**src/rtl/vector_alu_seq_if.sv**
```systemverilog
`default_nettype none
// ============================================================================
// vector_alu_seq_if : request/result bundle between a requester and vector_alu_seq
// Revision: 1.0
// ============================================================================
interface vector_alu_seq_if #(
  parameter int WIDTH        = 24,
  parameter int VECTOR_WIDTH = 8
);
  logic                                in_valid;
  logic                                in_ready;
  logic [VECTOR_WIDTH-1:0][WIDTH-1:0]  A;
  logic [VECTOR_WIDTH-1:0][WIDTH-1:0]  B;
  logic [2:0]                          sel;
  logic [VECTOR_WIDTH-1:0]             mask;
  logic                                out_valid;
  logic                                out_ready;
  logic [VECTOR_WIDTH-1:0][WIDTH-1:0]  Out;
  logic                                N;
  logic                                Z;
  logic                                V;
  logic                                C;

  modport master (
    output in_valid, A, B, sel, mask, out_ready,
    input  in_ready, out_valid, Out, N, Z, V, C
  );

  modport slave (
    input  in_valid, A, B, sel, mask, out_ready,
    output in_ready, out_valid, Out, N, Z, V, C
  );
endinterface
`default_nettype wire

```
**src/rtl/vector_alu_seq.sv**
```systemverilog
`default_nettype none
// ============================================================================
// vector_alu_seq : multi-cycle masked vector ALU, LANES elements per cycle
// Revision: 1.0
// ============================================================================
module vector_alu_seq #(
  parameter int WIDTH        = 24,
  parameter int VECTOR_WIDTH = 8,
  parameter int LANES        = 2
) (
  input  logic             clk,
  input  logic             rst_n,
  vector_alu_seq_if.slave  bus
);
  localparam int              c_EL_W     = (VECTOR_WIDTH > 1) ? $clog2(VECTOR_WIDTH) : 1;
  localparam logic [c_EL_W-1:0] c_LAST_IDX = c_EL_W'(VECTOR_WIDTH - LANES);
  localparam logic [c_EL_W-1:0] c_LANE_STEP = c_EL_W'(LANES);
  localparam logic [WIDTH-1:0]  c_W_MOD    = WIDTH'(WIDTH);

  localparam logic [2:0] c_OP_ADD = 3'b000;
  localparam logic [2:0] c_OP_SUB = 3'b001;
  localparam logic [2:0] c_OP_MUL = 3'b010;
  localparam logic [2:0] c_OP_AND = 3'b011;
  localparam logic [2:0] c_OP_OR  = 3'b100;
  localparam logic [2:0] c_OP_XOR = 3'b101;
  localparam logic [2:0] c_OP_SLL = 3'b110;

  generate
    if ((LANES < 1) || (VECTOR_WIDTH % LANES != 0)) begin : g_bad_lanes
      $error("vector_alu_seq: LANES must be >0 and divide VECTOR_WIDTH");
    end
  endgenerate

  typedef enum logic [1:0] {
    S_IDLE = 2'd0,
    S_RUN  = 2'd1,
    S_DONE = 2'd2
  } state_t;

  state_t                              state_q, state_d;
  logic [VECTOR_WIDTH-1:0][WIDTH-1:0]  a_q, a_d;
  logic [VECTOR_WIDTH-1:0][WIDTH-1:0]  b_q, b_d;
  logic [VECTOR_WIDTH-1:0][WIDTH-1:0]  out_q, out_d;
  logic [2:0]                          sel_q, sel_d;
  logic [VECTOR_WIDTH-1:0]             mask_q, mask_d;
  logic [c_EL_W-1:0]                   idx_q, idx_d;
  logic                                n_q, n_d;
  logic                                z_q, z_d;
  logic                                v_q, v_d;
  logic                                c_q, c_d;

  always_comb begin
    state_d = state_q;
    a_d     = a_q;
    b_d     = b_q;
    out_d   = out_q;
    sel_d   = sel_q;
    mask_d  = mask_q;
    idx_d   = idx_q;
    n_d     = n_q;
    z_d     = z_q;
    v_d     = v_q;
    c_d     = c_q;

    case (state_q)
      S_IDLE: begin
        if (bus.in_valid) begin
          a_d     = bus.A;
          b_d     = bus.B;
          sel_d   = bus.sel;
          mask_d  = bus.mask;
          idx_d   = '0;
          n_d     = 1'b0;
          z_d     = 1'b1;
          v_d     = 1'b0;
          c_d     = 1'b0;
          state_d = S_RUN;
        end
      end

      S_RUN: begin
        for (int l = 0; l < LANES; l++) begin : lane_calc
          logic [c_EL_W-1:0]   e;
          logic [WIDTH-1:0]    ea;
          logic [WIDTH-1:0]    eb;
          logic [WIDTH-1:0]    res;
          logic [WIDTH:0]      sum;
          logic [WIDTH:0]      dif;
          logic [2*WIDTH-1:0]  prod;
          logic                act;
          logic                cy;
          logic                ov;

          e    = idx_q + c_EL_W'(l);
          ea   = a_q[e];
          eb   = b_q[e];
          act  = mask_q[e];
          sum  = {1'b0, ea} + {1'b0, eb};
          dif  = {1'b0, ea} + {1'b0, ~eb} + {{WIDTH{1'b0}}, 1'b1};
          prod = {{WIDTH{1'b0}}, ea} * {{WIDTH{1'b0}}, eb};
          res  = ea;
          cy   = 1'b0;
          ov   = 1'b0;

          case (sel_q)
            c_OP_ADD: begin
              res = sum[WIDTH-1:0];
              cy  = sum[WIDTH];
              ov  = (ea[WIDTH-1] == eb[WIDTH-1]) && (res[WIDTH-1] != ea[WIDTH-1]);
            end
            c_OP_SUB: begin
              res = dif[WIDTH-1:0];
              cy  = dif[WIDTH];
              ov  = (ea[WIDTH-1] != eb[WIDTH-1]) && (res[WIDTH-1] != ea[WIDTH-1]);
            end
            c_OP_MUL: begin
              res = prod[WIDTH-1:0];
              cy  = |prod[2*WIDTH-1:WIDTH];
              ov  = cy;
            end
            c_OP_AND: res = ea & eb;
            c_OP_OR:  res = ea | eb;
            c_OP_XOR: res = ea ^ eb;
            c_OP_SLL: res = ea << (eb % c_W_MOD);
            default:  res = ea;
          endcase

          // Inactive lanes pass A through and leave the flag accumulators alone
          if (!act) begin
            res = ea;
          end
          out_d[e] = res;
          n_d      = n_d | (act & res[WIDTH-1]);
          z_d      = z_d & ~(act & (|res));
          c_d      = c_d | (act & cy);
          v_d      = v_d | (act & ov);
        end

        if (idx_q == c_LAST_IDX) begin
          idx_d   = '0;
          state_d = S_DONE;
        end else begin
          idx_d = idx_q + c_LANE_STEP;
        end
      end

      S_DONE: begin
        if (bus.out_ready) begin
          state_d = S_IDLE;
        end
      end

      default: state_d = S_IDLE;
    endcase
  end

  always_ff @(posedge clk or negedge rst_n) begin
    if (!rst_n) begin
      state_q <= S_IDLE;
      a_q     <= '0;
      b_q     <= '0;
      out_q   <= '0;
      sel_q   <= '0;
      mask_q  <= '0;
      idx_q   <= '0;
      n_q     <= 1'b0;
      z_q     <= 1'b0;
      v_q     <= 1'b0;
      c_q     <= 1'b0;
    end else begin
      state_q <= state_d;
      a_q     <= a_d;
      b_q     <= b_d;
      out_q   <= out_d;
      sel_q   <= sel_d;
      mask_q  <= mask_d;
      idx_q   <= idx_d;
      n_q     <= n_d;
      z_q     <= z_d;
      v_q     <= v_d;
      c_q     <= c_d;
    end
  end

  assign bus.in_ready  = (state_q == S_IDLE);
  assign bus.out_valid = (state_q == S_DONE);
  assign bus.Out       = out_q;
  assign bus.N         = n_q;
  assign bus.Z         = z_q;
  assign bus.V         = v_q;
  assign bus.C         = c_q;
endmodule
`default_nettype wire

```
**src/flat_wrapper.sv**
```systemverilog
// flat-port wrapper written by rule: the top's interface ports become plain ports
module vector_alu_seq_flat 
#(
  parameter int WIDTH        = 24,
  parameter int VECTOR_WIDTH = 8,
  parameter int LANES        = 2
)
  (clk, rst_n, bus_in_valid, bus_A, bus_B, bus_sel, bus_mask, bus_out_ready, bus_in_ready, bus_out_valid, bus_Out, bus_N, bus_Z, bus_V, bus_C);
  vector_alu_seq_if #(.WIDTH(WIDTH), .VECTOR_WIDTH(VECTOR_WIDTH)) bus_i ();
  input  logic clk;
  input  logic rst_n;
  input wire logic [$bits(bus_i.in_valid)-1:0] bus_in_valid;
  input wire logic [$bits(bus_i.A)-1:0] bus_A;
  input wire logic [$bits(bus_i.B)-1:0] bus_B;
  input wire logic [$bits(bus_i.sel)-1:0] bus_sel;
  input wire logic [$bits(bus_i.mask)-1:0] bus_mask;
  input wire logic [$bits(bus_i.out_ready)-1:0] bus_out_ready;
  output wire logic [$bits(bus_i.in_ready)-1:0] bus_in_ready;
  output wire logic [$bits(bus_i.out_valid)-1:0] bus_out_valid;
  output wire logic [$bits(bus_i.Out)-1:0] bus_Out;
  output wire logic [$bits(bus_i.N)-1:0] bus_N;
  output wire logic [$bits(bus_i.Z)-1:0] bus_Z;
  output wire logic [$bits(bus_i.V)-1:0] bus_V;
  output wire logic [$bits(bus_i.C)-1:0] bus_C;
  assign bus_i.in_valid = bus_in_valid;
  assign bus_i.A = bus_A;
  assign bus_i.B = bus_B;
  assign bus_i.sel = bus_sel;
  assign bus_i.mask = bus_mask;
  assign bus_i.out_ready = bus_out_ready;
  assign bus_in_ready = bus_i.in_ready;
  assign bus_out_valid = bus_i.out_valid;
  assign bus_Out = bus_i.Out;
  assign bus_N = bus_i.N;
  assign bus_Z = bus_i.Z;
  assign bus_V = bus_i.V;
  assign bus_C = bus_i.C;
  vector_alu_seq #(.WIDTH(WIDTH), .VECTOR_WIDTH(VECTOR_WIDTH), .LANES(LANES)) u_core (.clk(clk), .rst_n(rst_n), .bus(bus_i));
endmodule
```
**config.mk**
```make
export PLATFORM = sky130hd
export DESIGN_NAME = vector_alu_seq_flat
export DESIGN_NICKNAME = d
export VERILOG_FILES = /design/src/rtl/vector_alu_seq_if.sv /design/src/rtl/vector_alu_seq.sv /design/src/flat_wrapper.sv
export SDC_FILE = /design/constraint.sdc
export NUM_CORES = 2
export LEC_CHECK = 0
export CAP_MARGIN = 5
export CORE_UTILIZATION = 55
export CTS_CLUSTER_SIZE = 30
export DETAILED_ROUTE_END_ITERATION = 10
export PLACE_DENSITY_LB_ADDON = 0.05
export SYNTH_ARGS = -nofsm -noshare
export SYNTH_HDL_FRONTEND = slang
export SYNTH_SLANG_ARGS = --single-unit
```
**constraint.sdc**
```tcl
create_clock -name clk -period 11.69 [get_ports clk]
set_input_delay 3.507 -clock clk [delete_from_list [all_inputs] [get_ports clk]]
set_output_delay 3.507 -clock clk [all_outputs]
set_load 0.05 [all_outputs]
```
==> flow_metrics.py <==
metrics = {
    "detailed_routing": {
        "routed_via_density": 6.04,
        "first_pass_iters": 6,
        "drtAntennaViolNets": 0,
        "routedWlPerCell_um": 25.8,
        "drc_errors": 0,
        "initialDrtViolationCount": 7170,
        "totalWireLength_um": 282000,
        "vias": 66000,
    },
    "clock_network": {
        "tritoncts": "yes",
        "path_clk_slew_ns": 0.06,
        "htreeDepth": 3,
        "cts_made_buffers": 68,
        "cts_buffer_depth": 3,
        "cts_root_buf": "clkbuf_16",
        "clock-sinks": 595,
        "insertion_delay_ns": 0.71,
    },
    "logic_synthesis": {
        "synth_seq_cells": 595,
        "synth_edf_count": 0,
        "synth_top_area_share_pct": 26.7,
        "async_reset_ff_share_pct": 100,
        "synth_area_leader_cell": "fa_1",
        "syn-num-nets": 10600,
        "synth_area_leaders": "fa_1 (27%), dfrtp_1 (21%), nand2_1 (9.8%), ha_1 (8.6%), inv_1 (6.3%)",
        "synth_area_um2": 72500,
        "ys_seq_area_share_pct": 20.5,
        "synthFlopType": "dfrtp_1",
        "postSynthCellCount": 8707,
        "syn_area_per_cell_um2": 8.32,
        "ys_warn_count": 0,
        "ys_types": 121,
    },
    "placed_design": {
        "gp_congestion": 1.05,
        "port-buffer-count": 596,
        "hpwl_um": 219000,
        "pre_cts_ws_ns": 0.928,
    },
    "global_routing": {
        "grt_pass1_vias": 67600,
        "grt_usage_pct": 42.6,
        "antenna_found_initial": 18,
        "overflow": 0,
        "grt_max_degree": 202,
        "grt_pass1_wl_um": 419000,
    },
    "worst_setup_path": {
        "cp_data_required_time_ns": 12.25,
        "crit_top_cell": "fa_1",
        "critical_path_class": "flop to flop",
        "path_max_fanout": 33,
        "cp-end-kind": "flop",
        "critPathArrivalTime_ns": 11.55,
        "worst_setup_path_start_kind": "flop",
        "path_buf_inv": 7,
        "cp_slowest_stage_delay_ns": 0.77,
        "cp_top_family": "adder cells",
        "crit_slowest_cell": "dfrtp_4",
    },
    "timing": {
        "fin_ws_ns": 0.702,
        "fmax_mhz": 91.0,
        "fin_skew_ns": 0.0601,
        "hold_viol_final": 0,
        "rsz0062_at_grt": "no",
        "fin_setup_tns_ns": 0,
        "max_slew_margin_pct": 17.8,
        "drv_slew": 0,
        "fin_crit_sh_pct": 94.0,
        "worst_pin_slew_ns": 1.23,
        "period_needed_ns": 10.99,
        "setup-violations-final": 0,
    },
    "floorplan": {
        "ioPinCount": 597,
        "die_area_um2": 133000,
        "core_um2": 130000,
        "initial_core_util_pct": 55.7,
        "placementRows": 132,
        "die_w_um": 365,
        "fp.dieH_um": 365,
    },
    "run": {
        "cap_violations": 0,
    },
    "layout": {
        "drive_above_1_share_pct": 6.70,
        "nets": 11000,
        "area_delta_synth_final_pct": 14.9,
    },
    "outcome": {
        "outcome": "completed",
    },
    "min_path": {
        "hp-class": "flop to flop",
    },
}
## cells by family after synthesis
group / count (synthesis) / share of synthesized area, %
simple gates: 3289 / 18.3
buf+inv: 1731 / 9.16
xor+xnor: 92 / 1.11
fa+ha+maj: 1468 / 35.4
compound gates: 1276 / 11.7
flops: 595 / 20.5
mux: 256 / 3.82
## layout make-up
| cell class | count | area [um2] |
|---|---|---|
| Inverter | 1248 | 4690 |
| Timing Repair inverter | 1 | 5.00 |
| Sequential cell | 595 | 14900 |
| Fill cell | 11200 | 46900 |
| Antenna cell | 17 | 42.5 |
| Clock inverter | 26 | 415 |
| Tap cell | 1742 | 2180 |
| Multi-Input combinational cell | 6381 | 51300 |
| Timing Repair Buffer | 821 | 7770 |
| Clock buffer | 95 | 1940 |
## metal layers
metal / global-route usage [%] / wire, um / vias up
met3: 11.5 / 32200 / 868
met1: 54.6 / 107000 / 32800
li1: - / - / 28400
met2: 65.1 / 124000 / 3922
met4: 24.8 / 18700 / 8
met5: 0.290 / 311 / -
## repair_timing
action | in CTS | in global routing
hold buffers | 0 | 0
resized for setup | 0 | 2
buffers inserted | 0 | 3
setup endpoints to repair | 0 | 2
## metrics by stage
stage               cell area [um2]  utilization (%)  hold slack, ns  std cells
floorplan                     72500                -           0.438       8707
global placement              80800             62.1           0.452      10800
detailed placement            80800             62.1           0.457      10800
CTS                           83200             63.9           0.472      10900
global route                  83200             64.0           0.488      10900
finish                        83300             64.0           0.470      10900
## flip-flops by register name, indices dropped and copies added (netlist names)
signal / count
u_core.a_q: 192
u_core.b_q: 192
u_core.bus.Out: 192
u_core.mask_q: 8
u_core.sel_q: 3
u_core.idx_q: 2
u_core.state_q: 2
u_core.bus.C: 1
u_core.bus.N: 1
u_core.bus.V: 1
u_core.bus.Z: 1
## worst min-delay path, cell delays in order (launching register included)
cell and delay, ns:
dfrtp_1 0.34, nand2_1 0.05, nand2_1 0.05
## synth_stat cells, drive strengths merged, types with 19 or more instances
cell type	count
clkinv	29
o22ai	36
nand2	1901
mux2i	143
nor2	1043
a21oi	282
mux2	111
o221ai	29
clkbuf	407
o31ai	27
fa	968
o21ai	392
a22o	87
ha	500
nand3	64
a221oi	21
o211ai	43
inv	1219
nand2b	21
buf	76
xor2	19
and3	25
a2111oi	25
a31oi	29
a21o	47
xnor2	73
nor3	82
a22oi	47
a211oi	41
o21bai	21
dfrtp	595
## layout by cell type, fill, tap and decap left out, types with 27 or more instances in the layout
cell             count
o21ai_0            294
clkdlybuf4s50_1    595
o221ai_1            27
a21oi_1            282
a31oi_1             29
mux2_2             102
o22ai_1             35
buf_4              216
fa_1               968
clkbuf_16           68
nor3_1              81
o21ai_2             64
o211ai_1            42
a22oi_1             46
a21o_1              47
inv_1             1207
clkinv_1            28
mux2i_1            142
xnor2_1             73
nand2_1           1893
a211oi_1            37
dfrtp_1            592
nor2_1            1037
a22o_1              86
ha_1               500
nand3_1             63
## worst paths after layout
| check | startpoint | endpoint | slack [ns] | cells after the start |
|---|---|---|---|---|
| worst min register to register | u_core.b_q[38] | u_core.b_q[38] | 0.47 | 2 |
| worst max register to register | u_core.idx_q[2] | u_core.bus.V | 0.70 | 35 |
| worst min-delay path | u_core.b_q[38] | u_core.b_q[38] | 0.47 | 2 |
| max in group asynchronous | rst_n | u_core.a_q[13] | 6.79 | 3 |
| worst max-delay path | u_core.idx_q[2] | u_core.bus.V | 0.70 | 35 |
| min in group asynchronous | rst_n | u_core.b_q[92] | 2.83 | 1 |
Power is left out: the tool's default activity adds up to more than one toggle a clock period on the data nets, which glitch-free logic cannot reach.
